File: config.mk
export PLATFORM = sky130hd
export DESIGN_NAME = log_lut_loader
export DESIGN_NICKNAME = d
export VERILOG_FILES = /design/src/rtl/log_lut_pkg.sv /design/src/rtl/log_lut_csum.sv /design/src/rtl/log_lut_loader.sv
export SDC_FILE = /design/constraint.sdc
export NUM_CORES = 1
export LEC_CHECK = 0
export ABC_AREA = 1
export CAP_MARGIN = 30
export CORE_ASPECT_RATIO = 1.5
export CORE_UTILIZATION = 36
export CTS_CLUSTER_SIZE = 16
export DETAILED_ROUTE_END_ITERATION = 10
export HOLD_SLACK_MARGIN = 0.02
export PLACE_DENSITY_LB_ADDON = 0.1
export SETUP_SLACK_MARGIN = 0.5
export SYNTH_ARGS = -nofsm -noshare
export SYNTH_HDL_FRONTEND = slang
export SYNTH_HIERARCHICAL = 1
export SYNTH_SLANG_ARGS = --single-unit
export TNS_END_PERCENT = 100
File: constraint.sdc
create_clock -name clk -period 3.1 [get_ports clk]
set_clock_uncertainty 0.05 [all_clocks]
set_input_delay 0.62 -clock clk [delete_from_list [all_inputs] [get_ports clk]]
set_output_delay 0.62 -clock clk [all_outputs]
set_load 0.01 [all_outputs]
File: src/rtl/log_lut_pkg.sv
// ---------------------------------------------------------------------------
// log_lut_pkg
// Shared definitions for the log2 LUT loader: the controller state encoding,
// default RAM geometry and the helper that derives the RAM depth from the
// address width.
// ---------------------------------------------------------------------------
package log_lut_pkg;

  localparam int DEF_ADDR_WIDTH = 4;
  localparam int DEF_DATA_WIDTH = 20;

  // Number of RAM words addressed by an address bus of the given width.
  function automatic int ramDepth(input int addrWidth);
    return 1 << addrWidth;
  endfunction

  localparam int DEF_RAM_DEPTH = ramDepth(DEF_ADDR_WIDTH);

  typedef enum logic [2:0] {
    IDLE,
    LOAD,
    WAIT,
    VERIFY,
    CHECK,
    DONE
  } state_e;

endpackage

File: src/rtl/log_lut_csum.sv
// ---------------------------------------------------------------------------
// log_lut_csum
// Clearable modular accumulator. Each enabled cycle both addends are added
// to the running sum; the sum wraps modulo 2^DATA_WIDTH.
// Ports:
//   clk, rst_n    clock, asynchronous active-low reset
//   clear_i       zero the sum (wins over add_en_i)
//   add_en_i      accumulate addend_a_i + addend_b_i this cycle
//   addend_a_i/b_i  values to add
//   sum_o         registered running sum
// ---------------------------------------------------------------------------
module log_lut_csum
  import log_lut_pkg::*;
#(
  parameter int DATA_WIDTH = DEF_DATA_WIDTH
) (
  input  logic                  clk,
  input  logic                  rst_n,
  input  logic                  clear_i,
  input  logic                  add_en_i,
  input  logic [DATA_WIDTH-1:0] addend_a_i,
  input  logic [DATA_WIDTH-1:0] addend_b_i,
  output logic [DATA_WIDTH-1:0] sum_o
);

  logic [DATA_WIDTH-1:0] sum_q;
  logic [DATA_WIDTH-1:0] sum_d;

  // Next sum: clearing has priority; carries beyond DATA_WIDTH are dropped
  // so the sum wraps silently.
  always_comb begin
    sum_d = sum_q;
    if (clear_i) begin
      sum_d = '0;
    end else if (add_en_i) begin
      sum_d = sum_q + addend_a_i + addend_b_i;
    end
  end

  // Sum register.
  always_ff @(posedge clk or negedge rst_n) begin
    if (!rst_n) begin
      sum_q <= '0;
    end else begin
      sum_q <= sum_d;
    end
  end

  assign sum_o = sum_q;

endmodule

File: src/rtl/log_lut_loader.sv
// ---------------------------------------------------------------------------
// log_lut_loader
// Write-side controller for the log2 lookup RAM. Accepts LUT words over a
// valid/ready stream, writes them two at a time into a dual-port RAM
// (port A even address, port B odd address), then reads the whole RAM back
// and compares a modular checksum of what was written against what was read.
// Ports:
//   clk, rst_n          clock, asynchronous active-low reset
//   start               begin a load (honoured only in IDLE or DONE)
//   in_valid/in_data    incoming LUT word, address order 0..RAM_DEPTH-1
//   in_ready            word accepted this cycle (high only while loading)
//   addr_a/b, data_a/b, we_a/b   registered RAM port A/B controls
//   q_a/q_b             RAM read data, one-cycle registered latency
//   busy                load or verify in progress
//   done                load + verify finished, held until next start
//   error               checksum mismatch, meaningful while done is high
// ---------------------------------------------------------------------------
module log_lut_loader
  import log_lut_pkg::*;
#(
  parameter int ADDR_WIDTH = DEF_ADDR_WIDTH,
  parameter int DATA_WIDTH = DEF_DATA_WIDTH
) (
  input  logic                  clk,
  input  logic                  rst_n,
  input  logic                  start,
  input  logic                  in_valid,
  input  logic [DATA_WIDTH-1:0] in_data,
  output logic                  in_ready,
  output logic [ADDR_WIDTH-1:0] addr_a,
  output logic [ADDR_WIDTH-1:0] addr_b,
  output logic [DATA_WIDTH-1:0] data_a,
  output logic [DATA_WIDTH-1:0] data_b,
  output logic                  we_a,
  output logic                  we_b,
  input  logic [DATA_WIDTH-1:0] q_a,
  input  logic [DATA_WIDTH-1:0] q_b,
  output logic                  busy,
  output logic                  done,
  output logic                  error
);

  localparam int RAM_DEPTH = ramDepth(ADDR_WIDTH);
  localparam int NUM_PAIRS = RAM_DEPTH / 2;
  localparam logic [ADDR_WIDTH-1:0] LAST_WORD = ADDR_WIDTH'(RAM_DEPTH - 1);
  localparam logic [ADDR_WIDTH-2:0] LAST_PAIR = (ADDR_WIDTH-1)'(NUM_PAIRS - 1);

  state_e                state_q, state_d;
  logic [ADDR_WIDTH-1:0] wordCnt_q, wordCnt_d;
  logic [ADDR_WIDTH-2:0] pairCnt_q, pairCnt_d;
  logic [DATA_WIDTH-1:0] hold_q, hold_d;
  logic                  we_q, we_d;
  logic [ADDR_WIDTH-1:0] addrA_q, addrA_d;
  logic [ADDR_WIDTH-1:0] addrB_q, addrB_d;
  logic [DATA_WIDTH-1:0] dataA_q, dataA_d;
  logic [DATA_WIDTH-1:0] dataB_q, dataB_d;
  logic                  error_q, error_d;

  logic                  handshake;
  logic                  csumClear;
  logic                  wrAddEn;
  logic                  rdAddEn;
  logic [ADDR_WIDTH-2:0] pairNext;
  logic [DATA_WIDTH-1:0] wrSum;
  logic [DATA_WIDTH-1:0] rdSum;

  assign in_ready  = (state_q == LOAD);
  assign handshake = in_valid & in_ready;
  assign pairNext  = pairCnt_q + 1'b1;

  // Next-state and registered-output logic. RAM-side outputs default to an
  // idle bus every cycle, so a write pulse lasts exactly one cycle.
  always_comb begin
    state_d   = state_q;
    wordCnt_d = wordCnt_q;
    pairCnt_d = pairCnt_q;
    hold_d    = hold_q;
    we_d      = 1'b0;
    addrA_d   = '0;
    addrB_d   = '0;
    dataA_d   = '0;
    dataB_d   = '0;
    error_d   = error_q;
    csumClear = 1'b0;
    wrAddEn   = 1'b0;
    rdAddEn   = 1'b0;

    case (state_q)
      IDLE, DONE: begin
        if (start) begin
          state_d   = LOAD;
          wordCnt_d = '0;
          pairCnt_d = '0;
          hold_d    = '0;
          error_d   = 1'b0;
          csumClear = 1'b1;
        end
      end

      LOAD: begin
        if (handshake) begin
          wrAddEn   = 1'b1;
          wordCnt_d = wordCnt_q + 1'b1;
          if (!wordCnt_q[0]) begin
            hold_d = in_data;
          end else begin
            // Odd word completes a pair: even word from the hold register
            // goes to port A, the current word to port B.
            we_d    = 1'b1;
            addrA_d = {wordCnt_q[ADDR_WIDTH-1:1], 1'b0};
            addrB_d = wordCnt_q;
            dataA_d = hold_q;
            dataB_d = in_data;
          end
          if (wordCnt_q == LAST_WORD) begin
            state_d = WAIT;
          end
        end
      end

      WAIT: begin
        // Pre-load the first read pair so it is on the bus in the first
        // verify cycle.
        state_d = VERIFY;
        addrA_d = {pairCnt_q, 1'b0};
        addrB_d = {pairCnt_q, 1'b1};
      end

      VERIFY: begin
        // Read data lags the address by one cycle, so the pair issued in
        // the previous verify cycle is accumulated now.
        rdAddEn = (pairCnt_q != '0);
        if (pairCnt_q == LAST_PAIR) begin
          state_d = CHECK;
        end else begin
          pairCnt_d = pairNext;
          addrA_d   = {pairNext, 1'b0};
          addrB_d   = {pairNext, 1'b1};
        end
      end

      CHECK: begin
        // The final pair is still in flight, so the comparison uses the
        // read sum including it.
        rdAddEn = 1'b1;
        error_d = (wrSum != (rdSum + q_a + q_b));
        state_d = DONE;
      end

      default: begin
        state_d = IDLE;
      end
    endcase
  end

  // State, counters, hold register and registered RAM-side outputs.
  always_ff @(posedge clk or negedge rst_n) begin
    if (!rst_n) begin
      state_q   <= IDLE;
      wordCnt_q <= '0;
      pairCnt_q <= '0;
      hold_q    <= '0;
      we_q      <= 1'b0;
      addrA_q   <= '0;
      addrB_q   <= '0;
      dataA_q   <= '0;
      dataB_q   <= '0;
      error_q   <= 1'b0;
    end else begin
      state_q   <= state_d;
      wordCnt_q <= wordCnt_d;
      pairCnt_q <= pairCnt_d;
      hold_q    <= hold_d;
      we_q      <= we_d;
      addrA_q   <= addrA_d;
      addrB_q   <= addrB_d;
      dataA_q   <= dataA_d;
      dataB_q   <= dataB_d;
      error_q   <= error_d;
    end
  end

  log_lut_csum #(
    .DATA_WIDTH(DATA_WIDTH)
  ) uWriteCsum (
    .clk       (clk),
    .rst_n     (rst_n),
    .clear_i   (csumClear),
    .add_en_i  (wrAddEn),
    .addend_a_i(in_data),
    .addend_b_i('0),
    .sum_o     (wrSum)
  );

  log_lut_csum #(
    .DATA_WIDTH(DATA_WIDTH)
  ) uReadCsum (
    .clk       (clk),
    .rst_n     (rst_n),
    .clear_i   (csumClear),
    .add_en_i  (rdAddEn),
    .addend_a_i(q_a),
    .addend_b_i(q_b),
    .sum_o     (rdSum)
  );

  assign we_a   = we_q;
  assign we_b   = we_q;
  assign addr_a = addrA_q;
  assign addr_b = addrB_q;
  assign data_a = dataA_q;
  assign data_b = dataB_q;
  assign busy   = (state_q == LOAD) || (state_q == WAIT) ||
                  (state_q == VERIFY) || (state_q == CHECK);
  assign done   = (state_q == DONE);
  assign error  = error_q;

endmodule

==> run_summary.xml, run 1 <==
<?xml version="1.0" encoding="UTF-8"?>
<metrics>
  <group name="cells_and_area">
    <metric name="antenna_cells" unit="">0</metric>
    <metric name="area_growth" unit="%">37.18</metric>
    <metric name="num-fill-cells" unit="">2540</metric>
    <metric name="multi_input_comb_area" unit="sq um">6320</metric>
    <metric name="final_nets" unit="">1627</metric>
    <metric name="final_instance_area" unit="sq um">12750</metric>
    <metric name="final_common_cell" unit="">sky130_fd_sc_hd__nand2_1</metric>
    <metric name="drive_above_1_share" unit="%">18.87</metric>
    <metric name="layout_common_cells" unit="">sky130_fd_sc_hd__nand2_1, sky130_fd_sc_hd__inv_1, sky130_fd_sc_hd__nor2_1, sky130_fd_sc_hd__dfrtp_1, sky130_fd_sc_hd__buf_4</metric>
    <metric name="finish.utilization" unit="%">50.52</metric>
    <metric name="seqCellArea" unit="sq um">2904</metric>
  </group>
  <group name="clocking">
    <metric name="clk_transition_reported_paths" unit="ps">60</metric>
    <metric name="clock_latency" unit="ps">420</metric>
    <metric name="post_cts_hold_buffer_count" unit="">0</metric>
    <metric name="htree_num_levels" unit="">4</metric>
    <metric name="clock_tree.buffer_depth" unit="">2</metric>
    <metric name="tritoncts_clock_tree" unit="">yes</metric>
    <metric name="cts_num_sinks" unit="">116</metric>
    <metric name="cts_root_buffer" unit="">sky130_fd_sc_hd__clkbuf_16</metric>
    <metric name="tritoncts_buffers" unit="">17</metric>
  </group>
  <group name="global_routing">
    <metric name="gr-usage-met1" unit="%">23.13</metric>
    <metric name="globalRouteOverflowTotal" unit="">0</metric>
    <metric name="track_usage" unit="%">21.17</metric>
    <metric name="grt_pass1_wl" unit="mm">43.39</metric>
    <metric name="vias_in_the_first_global_route" unit="">8894</metric>
    <metric name="grt_antenna_before_repair" unit="">0</metric>
    <metric name="grt_max_degree" unit="">54</metric>
    <metric name="grt.met2_usage" unit="%">40.41</metric>
    <metric name="busiest_layer" unit="">met2</metric>
    <metric name="global_route.usage.met3" unit="%">3.058</metric>
  </group>
  <group name="power_and_ir_drop">
    <metric name="fin_total_pwr" unit="uW">12840</metric>
    <metric name="vdd_ir_drop_max" unit="uV">602.6</metric>
    <metric name="total_leakage_power" unit="uW">0.006365</metric>
    <metric name="pwr_density_cell" unit="nW/um^2">1007</metric>
  </group>
  <group name="timing">
    <metric name="setup_violations" unit="">0</metric>
    <metric name="timing.final.crit_period" unit="ps">2715</metric>
    <metric name="rsz0062_at_grt" unit="">true</metric>
    <metric name="final_critical_path_setup_slack" unit="ps">384.6</metric>
    <metric name="max_slew.worst_pin.slew" unit="ps">842.3</metric>
    <metric name="setup-tns-final" unit="ps">0</metric>
    <metric name="maxClockFrequency" unit="GHz">0.3683</metric>
    <metric name="final.period_utilization" unit="%">87.59</metric>
    <metric name="max-slew-margin-rel" unit="%">43.79</metric>
    <metric name="final-hold-violation-count" unit="">0</metric>
    <metric name="final_max_slew_viol_count" unit="">0</metric>
  </group>
  <group name="synthesis">
    <metric name="synth_area_leader_cell" unit="">sky130_fd_sc_hd__dfrtp_1</metric>
    <metric name="ys_top_cells_by_area" unit="">sky130_fd_sc_hd__dfrtp_1, sky130_fd_sc_hd__nand2_1, sky130_fd_sc_hd__fa_1</metric>
    <metric name="mappedNetlistArea" unit="sq um">9291</metric>
    <metric name="ys_types" unit="">40</metric>
    <metric name="post_synth.cell_area_avg" unit="sq um">7.698</metric>
    <metric name="synth-warning-count" unit="">6</metric>
    <metric name="netlist_instances" unit="">1207</metric>
    <metric name="ys_ff_latch" unit="">116</metric>
    <metric name="synthDominantCellAreaShare" unit="%">31.24</metric>
    <metric name="synth_seq_area_share" unit="%">31.24</metric>
  </group>
  <group name="placed_design">
    <metric name="input_output_buffers" unit="">116</metric>
    <metric name="detailedPlace.worstSlack" unit="ps">-435.1</metric>
    <metric name="placed_area" unit="sq um">11580</metric>
    <metric name="routabilityCongestion" unit="">0.9161</metric>
    <metric name="hpwl" unit="mm">21.29</metric>
  </group>
  <group name="floorplan">
    <metric name="initial_utilization" unit="%">36.83</metric>
    <metric name="core-area" unit="sq um">25230</metric>
    <metric name="boundaryPins" unit="">118</metric>
    <metric name="placementRows" unit="">71</metric>
    <metric name="die-width" unit="microns">133.2</metric>
    <metric name="area_of_the_die" unit="sq um">26470</metric>
    <metric name="fp.dieH" unit="microns">198.8</metric>
  </group>
  <group name="routing">
    <metric name="drt_pass1_iterations" unit="">5</metric>
    <metric name="vias_per_cell" unit="">4.780</metric>
    <metric name="drt-wirelength-per-cell" unit="microns">14.83</metric>
    <metric name="num_vias" unit="">8532</metric>
    <metric name="drt_first_iter_violations" unit="">324</metric>
    <metric name="wirelength" unit="mm">26.48</metric>
    <metric name="drtAntennaViolNets" unit="">0</metric>
    <metric name="post-route-drc-count" unit="">0</metric>
  </group>
  <group name="worst_setup_path">
    <metric name="cp.required" unit="ps">3410</metric>
    <metric name="nature_of_the_critical_path_endpoint" unit="">register</metric>
    <metric name="startpoint_type" unit="">primary input</metric>
    <metric name="critPathKind" unit="">primary input to register</metric>
    <metric name="setup.worst_path.start" unit="">q_a[17]</metric>
    <metric name="worstPathArrival" unit="ps">3030</metric>
    <metric name="regToRegStartpoint" unit="">uReadCsum/sum_o[1]$_DFFE_PN0P_</metric>
    <metric name="crit_fanout" unit="">4</metric>
  </group>
  <group name="job">
    <metric name="drv.max_cap_violation_count" unit="">0</metric>
  </group>
  <group name="min_path">
    <metric name="hold_path_class" unit="">primary input to async pin</metric>
  </group>
  <group name="outcome">
    <metric name="status" unit="">complete, no violations</metric>
  </group>
</metrics>
metal layers:
layer  up-vias  share of wire, %
li1       4309                 -
met1      4057                41
met2       123                54
met3        43               2.6
met4         0               2.9
met5         -                 0
synthesized netlist by cell type:
cell,instances
sky130_fd_sc_hd__o21ai_1,5
sky130_fd_sc_hd__xor2_1,10
sky130_fd_sc_hd__conb_1,1
sky130_fd_sc_hd__nor3b_1,1
sky130_fd_sc_hd__or2_2,2
sky130_fd_sc_hd__o21ai_0,52
sky130_fd_sc_hd__a22o_1,7
sky130_fd_sc_hd__nand3_2,8
sky130_fd_sc_hd__o21ai_2,3
sky130_fd_sc_hd__clkbuf_8,1
sky130_fd_sc_hd__o221ai_1,2
sky130_fd_sc_hd__o21bai_1,1
sky130_fd_sc_hd__a21oi_4,1
sky130_fd_sc_hd__a21oi_2,8
sky130_fd_sc_hd__clkbuf_1,10
sky130_fd_sc_hd__nor2_2,6
sky130_fd_sc_hd__ha_1,58
sky130_fd_sc_hd__inv_2,1
sky130_fd_sc_hd__nand3_1,97
sky130_fd_sc_hd__nor2_4,2
sky130_fd_sc_hd__nor2_1,124
sky130_fd_sc_hd__nor3_2,1
sky130_fd_sc_hd__fa_1,60
sky130_fd_sc_hd__nand3b_1,18
sky130_fd_sc_hd__a21o_1,1
sky130_fd_sc_hd__buf_2,5
sky130_fd_sc_hd__nand4_1,8
sky130_fd_sc_hd__buf_4,6
sky130_fd_sc_hd__a32oi_2,1
sky130_fd_sc_hd__nor3_1,12
sky130_fd_sc_hd__nand2_2,17
sky130_fd_sc_hd__a31oi_1,1
sky130_fd_sc_hd__buf_6,2
sky130_fd_sc_hd__o211ai_1,2
sky130_fd_sc_hd__xnor2_1,15
sky130_fd_sc_hd__inv_1,146
sky130_fd_sc_hd__dfrtp_1,116
sky130_fd_sc_hd__nand2_1,353
sky130_fd_sc_hd__or2_1,1
sky130_fd_sc_hd__a21oi_1,42
worst paths after layout:
| path | to | depth (start not counted) | slack, ps |
|---|---|---|---|
| worst max-delay path | error$_DFFE_PN0P_ | 15 | 380 |
| worst min-delay path | data_a[2]$_DFF_PN0_ | 1 | 170 |
| worst max register to register | error$_DFFE_PN0P_ | 13 | 420 |
| worst min register to register | data_a[4]$_DFF_PN0_ | 2 | 440 |
| max in group asynchronous | uWriteCsum/sum_o[17]$_DFFE_PN0P_ | 2 | 2080 |
| min in group clk | data_a[4]$_DFF_PN0_ | 2 | 440 |
final cells by class:
class	count	area share, %
inverters	147	4.329
well taps	328	3.220
clock buffers	19	3.554
multi-input cells	940	49.58
clock inverters	12	1.031
flip-flops and latches	116	22.78
repair buffers	223	15.50
power breakdown:
part / switching, uW / leakage [uW] / total [uW] / internal [uW]
clock: 751 / 0.000277 / 1970 / 1220
combinational: 4890 / 0.00451 / 8530 / 3640
sequential: 386 / 0.00158 / 2330 / 1950
total: 6030 / 0.00636 / 12800 / 6810
critical path, cell delays in order:
cell,delay [ps]
sky130_fd_sc_hd__clkdlybuf4s50_1,450
sky130_fd_sc_hd__fa_1,510
sky130_fd_sc_hd__ha_1,350
sky130_fd_sc_hd__a21oi_1,190
sky130_fd_sc_hd__o21ai_1,100
sky130_fd_sc_hd__a21oi_1,220
sky130_fd_sc_hd__buf_4,150
sky130_fd_sc_hd__nand3_1,60
sky130_fd_sc_hd__nand2_1,70
sky130_fd_sc_hd__inv_1,30
sky130_fd_sc_hd__nand2_1,60
sky130_fd_sc_hd__nor2_1,40
sky130_fd_sc_hd__nand3_1,70
sky130_fd_sc_hd__nand2_1,50
sky130_fd_sc_hd__inv_1,50
cells by family after synthesis:
logic type / synth area share (%)
DFF: 31.24
and+or+nand+nor: 30.18
other: 0.04036
adders and majority gates: 20.74
buffers and inverters: 7.487
xor gates and xnor gates: 2.357
AOI/OAI and AO/OA: 7.959
registers in the layout, indices dropped and copies added, names as in the netlist:
register,count
addr_b,3
state_q,3
data_b,20
error,1
data_a,20
wordCnt_q,4
uReadCsum/sum_o,20
we_a,1
hold_q,20
pairCnt_q,3
uWriteCsum/sum_o,20
addr_a,1
stage by stage:
step | cells | hold slack, ps
after floorplan | 1227 | 274.4
after global placement | 1749 | 419.5
after detailed placement | 1749 | 420.5
after CTS | 1783 | 191.7
after global routing | 1785 | 215.7
final | 1785 | 165.9
repair_timing:
item | 4_1_cts | 5_1_grt
buffers inserted | 3 | 2
gates resized for setup | 74 | 69
pin swaps | 21 | 26
setup endpoints to repair | 23 | 24
No activity file was read; power rests on OpenSTA's default activity.
==> inputs of run 2 (changes only) <==
--- a/config.mk
+++ b/config.mk
@@ -8,6 +8,7 @@
 export ABC_AREA = 1
 export CAP_MARGIN = 30
 export CORE_ASPECT_RATIO = 1.5
+export CORE_MARGIN = 10
 export CORE_UTILIZATION = 36
 export CTS_CLUSTER_SIZE = 16
 export DETAILED_ROUTE_END_ITERATION = 10
==> run 2 against run 1 <==
Net effect:
- flip-flop and latch count is the same
- worst setup slack gained 13 ps
- cell area grew 1.6%
- hold slack lost 81 ps
- critical endpoint unchanged
- die area grew 24%
- non-clock buffer count grew 12
==> run_summary.xml, run 2 (same netlist as run 1, synthesis figures left out) <==
<?xml version="1.0" encoding="UTF-8"?>
<metrics>
  <group name="clocking">
    <metric name="htree_num_levels" unit="">4</metric>
    <metric name="tritoncts_buffers" unit="">17</metric>
    <metric name="cts_num_sinks" unit="">116</metric>
    <metric name="clock_latency" unit="ps">420</metric>
    <metric name="post_cts_hold_buffer_count" unit="">0</metric>
    <metric name="clk_transition_reported_paths" unit="ps">60</metric>
    <metric name="clock_tree.buffer_depth" unit="">2</metric>
    <metric name="tritoncts_clock_tree" unit="">yes</metric>
    <metric name="cts_root_buffer" unit="">sky130_fd_sc_hd__clkbuf_16</metric>
  </group>
  <group name="cells_and_area">
    <metric name="antenna_cells" unit="">0</metric>
    <metric name="final_common_cell" unit="">sky130_fd_sc_hd__nand2_1</metric>
    <metric name="layout_common_cells" unit="">sky130_fd_sc_hd__nand2_1, sky130_fd_sc_hd__inv_1, sky130_fd_sc_hd__buf_4, sky130_fd_sc_hd__nor2_1, sky130_fd_sc_hd__dfrtp_1</metric>
    <metric name="final_nets" unit="">1639</metric>
    <metric name="drive_above_1_share" unit="%">20.71</metric>
    <metric name="area_growth" unit="%">39.37</metric>
    <metric name="final_instance_area" unit="sq um">12950</metric>
    <metric name="finish.utilization" unit="%">50.62</metric>
    <metric name="layoutNonFillerInstCount" unit="">1801</metric>
    <metric name="num-fill-cells" unit="">2538</metric>
  </group>
  <group name="timing">
    <metric name="setup_violations" unit="">0</metric>
    <metric name="setup-tns-final" unit="ps">0</metric>
    <metric name="final.period_utilization" unit="%">87.17</metric>
    <metric name="max_slew.worst_pin.slew" unit="ps">848.3</metric>
    <metric name="maxClockFrequency" unit="GHz">0.3701</metric>
    <metric name="timing.final.crit_period" unit="ps">2702</metric>
    <metric name="max-slew-margin-rel" unit="%">43.38</metric>
    <metric name="rsz0062_at_grt" unit="">true</metric>
    <metric name="final-hold-violation-count" unit="">0</metric>
    <metric name="final_max_slew_viol_count" unit="">0</metric>
  </group>
  <group name="job">
    <metric name="drv.max_cap_violation_count" unit="">0</metric>
  </group>
  <group name="routing">
    <metric name="drtAntennaViolNets" unit="">0</metric>
    <metric name="drt_pass1_iterations" unit="">4</metric>
    <metric name="vias_per_cell" unit="">4.698</metric>
    <metric name="wirelength" unit="mm">27.52</metric>
    <metric name="post-route-drc-count" unit="">0</metric>
    <metric name="drt-wirelength-per-cell" unit="microns">15.28</metric>
    <metric name="drt_first_iter_violations" unit="">256</metric>
    <metric name="num_vias" unit="">8461</metric>
  </group>
  <group name="global_routing">
    <metric name="track_usage" unit="%">17.20</metric>
    <metric name="grt_pass1_wl" unit="mm">44.76</metric>
    <metric name="grt_antenna_before_repair" unit="">0</metric>
    <metric name="grt_max_degree" unit="">91</metric>
    <metric name="globalRouteOverflowTotal" unit="">0</metric>
    <metric name="vias_in_the_first_global_route" unit="">9098</metric>
  </group>
  <group name="worst_setup_path">
    <metric name="cp.required" unit="ps">3350</metric>
    <metric name="cp_slowest_stage_delay" unit="ps">580</metric>
    <metric name="critPathKind" unit="">primary input to register</metric>
    <metric name="startpoint_type" unit="">primary input</metric>
    <metric name="worstPathArrival" unit="ps">2960</metric>
    <metric name="critical_path_cell_list" unit="">dlygate4sd2_1 -&gt; fa_1 -&gt; ha_4 -&gt; buf_4 -&gt; nand2_1 -&gt; nand2_1 -&gt; a21oi_2 -&gt; buf_4 -&gt; nand4_1 -&gt; nand3_1 -&gt; nand2_1 -&gt; inv_1 -&gt; nand2_1 -&gt; nor2_1 -&gt; nand3_1 -&gt; nand2_1 -&gt; inv_1</metric>
    <metric name="nature_of_the_critical_path_endpoint" unit="">register</metric>
    <metric name="cp_common_cell" unit="">sky130_fd_sc_hd__nand2_1</metric>
    <metric name="crit_fanout" unit="">3</metric>
    <metric name="cp_slowest_cell" unit="">sky130_fd_sc_hd__fa_1</metric>
  </group>
  <group name="power_and_ir_drop">
    <metric name="vdd_ir_drop_max" unit="uV">423.0</metric>
    <metric name="total_leakage_power" unit="uW">0.006465</metric>
    <metric name="pwr_density_cell" unit="nW/um^2">1010</metric>
  </group>
  <group name="min_path">
    <metric name="hold_path_class" unit="">primary input to async pin</metric>
  </group>
  <group name="floorplan">
    <metric name="die-width" unit="microns">151.2</metric>
    <metric name="placementRows" unit="">72</metric>
    <metric name="area_of_the_die" unit="sq um">32770</metric>
    <metric name="fp.dieH" unit="microns">216.8</metric>
    <metric name="boundaryPins" unit="">118</metric>
    <metric name="core-area" unit="sq um">25580</metric>
    <metric name="initial_utilization" unit="%">36.32</metric>
  </group>
  <group name="placed_design">
    <metric name="placed_area" unit="sq um">11670</metric>
    <metric name="input_output_buffers" unit="">116</metric>
    <metric name="hpwl" unit="mm">22.20</metric>
    <metric name="place.detailed.instances" unit="">1765</metric>
    <metric name="routabilityCongestion" unit="">0.8763</metric>
  </group>
  <group name="outcome">
    <metric name="status" unit="">complete, no violations</metric>
  </group>
</metrics>
-- run 2: layout make-up --
type / count / area, sq um / area share, %
Timing Repair Buffer: 235 / 2058 / 15.89
Sequential cell: 116 / 2904 / 22.43
Multi-Input combinational cell: 940 / 6430 / 49.65
Inverter: 147 / 551.8 / 4.261
Clock inverter: 10 / 132.6 / 1.024
Clock buffer: 20 / 456.7 / 3.527
Tap cell: 333 / 416.7 / 3.217
-- run 2: path summary, 6_finish.rpt --
kind / from / endpoint / slack [ps] / depth (start not counted)
hold / removal: rst_n / uReadCsum/sum_o[17]$_DFFE_PN0P_ / 80 / 1
setup reg to reg: uReadCsum/sum_o[1]$_DFFE_PN0P_ / error$_DFFE_PN0P_ / 440 / 13
max in group asynchronous: rst_n / state_q[2]$_DFFE_PN0P_ / 2040 / 2
hold reg to reg: hold_q[13]$_DFFE_PN0P_ / data_a[13]$_DFF_PN0_ / 430 / 2
setup / recovery: q_b[10] / error$_DFFE_PN0P_ / 400 / 17
min in group clk: hold_q[13]$_DFFE_PN0P_ / data_a[13]$_DFF_PN0_ / 430 / 2
-- run 2: stage by stage --
stage          worst slack, ps  power, uW  hold WS [ps]
2_1_floorplan            404.9       7509         274.4
3_3_place_gp            -422.5      10150         420.7
3_5_place_dp            -446.6      10190         428.0
4_1_cts                  350.1      12640         93.68
5_1_grt                  224.4      14340         99.77
6_report                 397.7      13080         84.90
-- run 2: critical path: cells and delay by family --
family / cells / cell delay (ps)
compound gates: 1 / 220
buf+inv: 5 / 650
simple gates: 9 / 670
fa+ha+maj: 2 / 800
-- run 2: timing repair --
item / 4_1_cts / 5_1_grt
pin swaps: 31 / 29
setup buffers: 4 / 2
gates resized for setup: 85 / 87
setup endpoints to repair: 22 / 22
hold endpoints to repair: 0 / 0
-- run 2: power breakdown --
group          internal, uW  switching [uW]
registers              1950             381
clock network          1290             725
logic                  3760            4980
-- run 2: routing by layer --
layer	wire, microns	vias to the layer above	global-route usage, %
met1	10890	3996	18.08
met5	0	-	0
met2	15050	118	32.54
li1	-	4317	-
met4	522	0	5.502
met3	1055	30	3.904
